## config.mk

```make
export PLATFORM = sky130hd
export DESIGN_NAME = mips_reg_file_byp
export DESIGN_NICKNAME = d
export VERILOG_FILES = /design/src/rtl/mips_reg_file_byp.sv
export SDC_FILE = /design/constraint.sdc
export NUM_CORES = 1
export LEC_CHECK = 0
export ABC_AREA = 0
export CAP_MARGIN = 20
export CORE_AREA = 8 8 321 323
export CTS_CLUSTER_DIAMETER = 50
export DETAILED_ROUTE_END_ITERATION = 7
export DIE_AREA = 0 0 329 331
export GPL_TIMING_DRIVEN = 1
export MAX_ROUTING_LAYER = met4
export PLACE_DENSITY = 0.7
export SYNTH_ARGS = -nofsm -noshare
export SYNTH_HDL_FRONTEND = slang
export SYNTH_SLANG_ARGS = --single-unit
```

## constraint.sdc

```tcl
create_clock -name clk -period 6.03 [get_ports clk]
set_input_delay 0.9045 -clock clk [delete_from_list [all_inputs] [get_ports clk]]
set_output_delay 0.9045 -clock clk [all_outputs]
set_load 0.01 [all_outputs]
```

## src/rtl/mips_reg_file_byp.sv

```systemverilog
// Two-read, one-write register file with per-byte write enables, optional
// same-cycle write forwarding, and a self-clearing start-up sequence.
module mips_reg_file_byp #(
  parameter int DATA_WIDTH = 32,
  parameter int ADDR_WIDTH = 5,
  parameter int BYPASS     = 1
) (
  input  logic                      clk,
  input  logic                      resetn,
  input  logic [ADDR_WIDTH-1:0]     raddr1,
  output logic [DATA_WIDTH-1:0]     rdata1,
  input  logic [ADDR_WIDTH-1:0]     raddr2,
  output logic [DATA_WIDTH-1:0]     rdata2,
  input  logic [DATA_WIDTH/8-1:0]   wen,
  input  logic [ADDR_WIDTH-1:0]     waddr,
  input  logic [DATA_WIDTH-1:0]     wdata,
  output logic                      ready,
  output logic                      wr_drop,
  output logic                      fsm_state
);

  localparam int DEPTH = 2 ** ADDR_WIDTH;
  localparam int NB    = DATA_WIDTH / 8;
  localparam logic [ADDR_WIDTH-1:0] PTR_FIRST = ADDR_WIDTH'(1);
  localparam logic [ADDR_WIDTH-1:0] PTR_LAST  = '1;
  localparam logic [ADDR_WIDTH-1:0] ADDR_ZERO = '0;

  typedef enum logic {
    CLEAR = 1'b0,
    RUN   = 1'b1
  } state_t;

  state_t                state;
  logic [ADDR_WIDTH-1:0] ptr;
  logic [DATA_WIDTH-1:0] mem [DEPTH];

  logic user_wr;
  logic user_wr_ok;

  assign user_wr    = (|wen) && (waddr != ADDR_ZERO);
  assign user_wr_ok = user_wr && (state == RUN);
  assign fsm_state  = state;

  function automatic logic [DATA_WIDTH-1:0] merge_bytes(
    input logic [DATA_WIDTH-1:0] old_word,
    input logic [DATA_WIDTH-1:0] new_word,
    input logic [NB-1:0]         be
  );
    logic [DATA_WIDTH-1:0] res;
    res = old_word;
    for (int i = 0; i < NB; i++) begin
      if (be[i]) res[8*i +: 8] = new_word[8*i +: 8];
    end
    return res;
  endfunction

  // FSM: CLEAR walks the pointer 1..DEPTH-1 exactly once, then RUN until reset.
  always_ff @(posedge clk or negedge resetn) begin
    if (!resetn) begin
      state   <= CLEAR;
      ptr     <= PTR_FIRST;
      ready   <= 1'b0;
      wr_drop <= 1'b0;
    end else begin
      wr_drop <= (state != RUN) && user_wr;
      case (state)
        CLEAR: begin
          if (ptr == PTR_LAST) begin
            state <= RUN;
            ready <= 1'b1;
          end else begin
            ptr <= ptr + ADDR_WIDTH'(1);
          end
        end
        RUN: begin
          state <= RUN;
          ready <= 1'b1;
        end
        default: begin
          state <= CLEAR;
          ready <= 1'b0;
        end
      endcase
    end
  end

  // Storage has no reset; only the CLEAR walk zeroes it.
  always_ff @(posedge clk) begin
    if (state == CLEAR) begin
      mem[ptr] <= '0;
    end else if (user_wr_ok) begin
      mem[waddr] <= merge_bytes(mem[waddr], wdata, wen);
    end
  end

  function automatic logic [DATA_WIDTH-1:0] read_word(
    input logic [ADDR_WIDTH-1:0] ra,
    input logic [DATA_WIDTH-1:0] stored
  );
    logic [DATA_WIDTH-1:0] res;
    res = '0;
    if (state == RUN && ra != ADDR_ZERO) begin
      if (BYPASS != 0 && user_wr_ok && ra == waddr)
        res = merge_bytes(stored, wdata, wen);
      else
        res = stored;
    end
    return res;
  endfunction

  always_comb begin
    rdata1 = read_word(raddr1, mem[raddr1]);
    rdata2 = read_word(raddr2, mem[raddr2]);
  end

  a_ready_only_in_run: assert property (@(posedge clk) disable iff (!resetn)
    ready == (state == RUN));
  a_ptr_nonzero: assert property (@(posedge clk) disable iff (!resetn)
    ptr != ADDR_ZERO);

endmodule
```

Word-level counts from Yosys, hierarchy flattened

Memories as Yosys holds them, arrays and structs flattened.
Cells that the tools add are included.

Output and inout bits: 67
Memory bits (writable): 1024
Logic and storage cells: 68
Bits in registers: 8
Memories: 1
Input bits: 53

Equality and inequality tests: 8
Reduce and logical (&&, ||, !) cells: 17
Mux-type cells: 35
Add/sub/neg operators: 1
Bitwise gates (word level): 2

Memory list:

| memory | words | width | read ports | clocked after Yosys merged registers in | write ports | line | source |
|---|---|---|---|---|---|---|---|
| mem    | 32    | 32    | 2          | 0                                       | 1           | 35   | `logic [DATA_WIDTH-1:0] mem [DEPTH];` |

Operators by type and width:

| operator              | number |
|---|---|
| $mux W32              | 5 |
| $mux W8               | 20 |
| $reduce_or A32 Y1     | 1 |
| $reduce_bool A5 Y1    | 3 |
| $ne A3 B3 Y1 const B  | 4 |
| $eq A5 B5 Y1          | 2 |
| $reduce_and A2 Y1     | 5 |
| $logic_and A1 B1 Y1   | 7 |
| $mux W1               | 6 |
| $add A5 B1 Y5 const B | 1 |
| $eq A5 B5 Y1 const B  | 1 |
| $mux W5               | 1 |
| $mux W4               | 1 |
| $pmux W1 S2           | 2 |
| $reduce_or A4 Y1      | 1 |
| $ne A2 B2 Y1 const B  | 1 |
| $not A1 Y1            | 2 |

Logic depth before layout (Yosys ltp)

Gate-level depths: netlist of the first run.

Depth in word-level cells: 9
Gate-level depth with buffers: 10
Mapped depth without buffers: 6

Worst setup path before layout of the first run

OpenSTA, ideal clock, no wires.

Kind: input to output
Start: input raddr1[0]
End: output rdata1[0]
Slack: 2.251 ns
Arrival time: 2.874 ns
Stages on the path: 7
Cell sequence: buf_2 > buf_2 > buf_1 > mux4_2 > a22oi_1 > nand3_1 > a32o_1

Word-level cells in the longest chain between the ends: 4
Elaborated cells between the ends (all ways): 8
Classes of those cells: eq/ne: 1; mux: 3; reduce/logical: 3; memory: 1

RTL lines:

| what                                                   | line    | source |
|---|---|---|
| start: declaration                                     | 10      | `input logic [ADDR_WIDTH-1:0] raddr1,` |
| $mem_v2 Z32 W32 / $eq A5 B5 Y1 (equally long branches) | -       |  |
| $mux W8 / $logic_and A1 B1 Y1 (equally long branches)  | 52, 103 |  |
| $mux W32                                               | 103     | `if (BYPASS != 0 && user_wr_ok && ra == waddr)` |
| $mux W32 *                                             | 102     | `if (state == RUN && ra != ADDR_ZERO) begin` |
| end: declaration                                       | 11      | `output logic [DATA_WIDTH-1:0] rdata1,` |

Every way passes the cells marked *; elsewhere a longest branch is shown, timed or not.

Worst setup path after layout of the first run

Start: input wen[0]
End: output rdata2[1]

Word-level cells in the longest chain between the ends: 6
Elaborated cells between the ends (all ways): 7
Classes of those cells: mux: 3; reduce/logical: 4

RTL lines:

| what                | line | source |
|---|---|---|
| start: declaration  | 14   | `input logic [DATA_WIDTH/8-1:0] wen,` |
| $reduce_or A4 Y1    | 40   | `assign user_wr = (\|wen) && (waddr != ADDR_ZERO);` |
| $logic_and A1 B1 Y1 | 40   |  |
| $logic_and A1 B1 Y1 | 41   | `assign user_wr_ok = user_wr && (state == RUN);` |
| $logic_and A1 B1 Y1 | 103  |  |
| $mux W32 *          | 103  |  |
| $mux W32 *          | 102  |  |
| end: declaration    | 13   | `output logic [DATA_WIDTH-1:0] rdata2,` |

Marks and branches as above.

==> metrics.md, run 1 <==
| Metric | Value |
|---|---|
| Most used DFF post-synth | `edfxtp_1` |
| Floorplan row count | `115` |
| Top cell type's share of synthesized area | `63.2%` |
| Initial core utilization | `49.8%` |
| Synth Instances | `2810` |
| Most common library cells after synthesis | `1024 x edfxtp_1, 426 x mux4_2, 220 x nand2_1` |
| Worst-skew pair later-pin latency | `680 ps` |
| IO Pins | `120` |
| Number of CTS-inserted buffers | `115` |
| R2R setup slack | `2110 ps` |
| Ranking of synthesized cells by area | `edfxtp_1 63%, mux4_2 20%, mux2i_1 3.6%` |
| Crit start category | `primary input` |
| Worst r2r path cells | `6` |
| Flops & latches, synth | `1032` |
| Syn Nets | `2865` |
| Sink Count | `1032` |
| Leak | `18.7 nW` |
| Wl on met1 | `53200 um` |
| GP Congestion | `0.960` |
| Crit path kind | `in -> out` |
| Peak supply drop | `248 uV` |
| Setup bufs post-CTS | `0` |
| Final setup violation count | `0` |
| I/O Buffers | `119` |
| Netlist Area Pre-Place | `0.0486 mm^2` |
| Nets | `3045` |
| TritonRoute pass-1 iters | `7` |
| CP arrival | `4680 ps` |
| Die extent in y | `331 um` |
| DRT antenna net count | `0` |
| Antenna violations before repair | `11` |
| Vias in the first global route | `30863` |
| Largest net degree at the start of global routing | `78` |
| Max-Slew Margin vs Limit | `18.6%` |
| Syn-to-layout area delta | `15.6%` |
| Critical register-to-register path startpoint | `fsm_state$_DFF_PN0_` |
| Detailed Route WL | `151000 um` |
| Synth area leader | `edfxtp_1` |
| H-tree lvl count | `3` |
| CP Max Fanout | `21` |
| RSZ-0062 raised after global routing | `no` |
| DRT iter0 DRCs | `4464` |
| Worst Clk Skew | `17.4 ps` |
| Die ar. | `0.109 mm^2` |
| Via count | `30500` |
| Hold buffers post-CTS | `0` |
| Routed wire per std cell | `34.4 um` |
| GRT Resource Usage Total | `28.1%` |
| Gr ovfl total | `0` |
| Most common cell in the netlist | `edfxtp_1` |
| Final Hold Viols | `0` |
| CTS Buffer Depth | `3` |
| Post-layout util | `57.5%` |
| Critical path endpoint category | `primary output` |
| Unique masters post-synth | `57` |
| DR vias/cell | `6.95` |
| Ys async rst share | `0.775%` |
| Avg Cell Area, Syn | `17.3 um^2` |
| CTS tree | `done` |
| Fmax | `179 MHz` |
| Hold WC Path Type | `in -> async` |
| Yosys Warn Count | `0` |
| Root Buffer | `clkbuf_16` |
| Met3 WL | `19700 um` |
| Post-synth EDFFs | `1024` |
| PD cells | `297 mW/mm^2` |
| Max Cap Viol | `0` |
| CTS clock-pin slew for the worst setup and hold paths | `60 ps` |
| Seq/Total Area, Yosys | `63.6%` |
| CTS resizes | `0` |
| Layout cells sized above 1 | `26.4%` |
| Die X | `329 um` |
| Met2 WL | `71200 um` |
| Status | `completed` |
| Fin crit share | `92.7%` |
| Hold_ws | `560 ps` |
| HPWL Detailed | `99400 um` |
| CP required | `5130 ps` |
| Worst slew pin tran | `1220 ps` |
| Final Max Tran Viols | `0` |
| First-pass GRT wire length | `216000 um` |
| Setup TNS | `0 ps` |
| Drt drc | `0` |
| Fin crit period | `5590 ps` |
| Core Area | `0.0977 mm^2` |
| DR top layer | `met4` |
| Worst R2R End | `mem[17][12]$_DFFE_PP_` |
[power breakdown]
part           internal [mW]  total (mW)  leakage (nW)  switching (mW)
clock network           4.16        7.11          1.87            2.95
registers               7.95        7.95          9.57         0.00559
logic                  0.641        1.62          7.21           0.974
[worst max-delay path by stage]
stage                             to  cells past startpoint      start
final                      rdata2[1]                      7     wen[0]
after global routing       rdata2[6]                      7     wen[0]
after detailed placement   rdata2[1]                      7     wen[0]
after CTS                  rdata2[1]                      7     wen[0]
after floorplan            rdata1[0]                      7  raddr1[0]
after global placement    rdata1[11]                      8  raddr1[3]
[worst max-delay path, cell delays in order]
cell and delay, ps:
clkdlybuf4s50_1 700, or4_1 340, o211a_2 560, buf_4 380
nand4_1 770, a31oi_1 440, clkdlybuf4s50_1 590
[layer usage]
| layer | global-route usage, % | vias to the layer above |
|---|---|---|
| li1 | - | 12125 |
| met1 | 35.7 | 15759 |
| met2 | 43.0 | 2182 |
| met3 | 7.99 | 434 |
| met4 | 11.5 | 0 |
| met5 | - | - |
[metrics by stage]
| stage | std cells | worst slack, ps | instance area (um^2) | total power, mW |
|---|---|---|---|---|
| 2_1_floorplan | 2810 | 2250 | 48600 | 8.98 |
| 3_3_place_gp | 4135 | 697 | 51800 | 9.62 |
| 3_5_place_dp | 4135 | 647 | 51800 | 9.64 |
| 4_1_cts | 4354 | 638 | 55700 | 16.7 |
| 5_1_grt | 4389 | 235 | 56200 | 17.0 |
| 6_report | 4390 | 443 | 56200 | 16.7 |
[registers in the layout, indices dropped and copies added, names as in the netlist]
name / count
fsm_state: 1
wr_drop: 1
ready: 1
ptr: 5
mem: 1024
[cell usage in the layout, fill, tap and decap left out, types with 17 or more instances in the layout]
cell | netlist | routed
a21oi_1 | 46 | 46
a22o_1 | 50 | 50
a22oi_1 | 75 | 75
a31oi_1 | 54 | 54
and2_1 | 35 | 36
buf_4 | 2 | 129
clkbuf_1 | 100 | 18
clkbuf_16 | 0 | 118
clkdlybuf4s50_1 | 0 | 113
clkinv_1 | 0 | 17
clkinv_2 | 0 | 23
edfxtp_1 | 1024 | 1024
mux2i_1 | 176 | 176
mux4_2 | 426 | 426
nand2_1 | 220 | 220
nor2_1 | 183 | 180
nor4_1 | 17 | 17
o22ai_1 | 94 | 94
[cell families (layout without fill, tap and decap cells)]
group                    count (synthesis)  in the layout  synth area share (%)
adder cells (fa/ha/maj)                  2              2                0.0514
AND/OR/NAND/NOR                        533            533                  4.85
other                                    0             11                     0
AO/OA/AOI/OAI                          387            387                  5.57
XOR/XNOR                                13             13                 0.234
multiplexers                           617            617                  23.7
buffers and inverters                  226            508                  1.96
flip-flops                            1032           1032                  63.6
[final cells by class]
type / count / area, um^2
Antenna cell: 11 / 27.5
Timing Repair Buffer: 285 / 2970
Inverter: 4 / 15.0
Clock inverter: 85 / 903
Multi-Input combinational cell: 1552 / 16800
Tap cell: 1287 / 1610
Sequential cell: 1032 / 31000
Fill cell: 7066 / 41500
Clock buffer: 134 / 2970
No activity file was read; power rests on OpenSTA's default activity.
==> run 2: changes to the inputs <==
Settings changed: ABC_AREA 0 to unset.
==> results of run 2 <==
The final DEF is identical to that of run 1; final timing and power are the same.
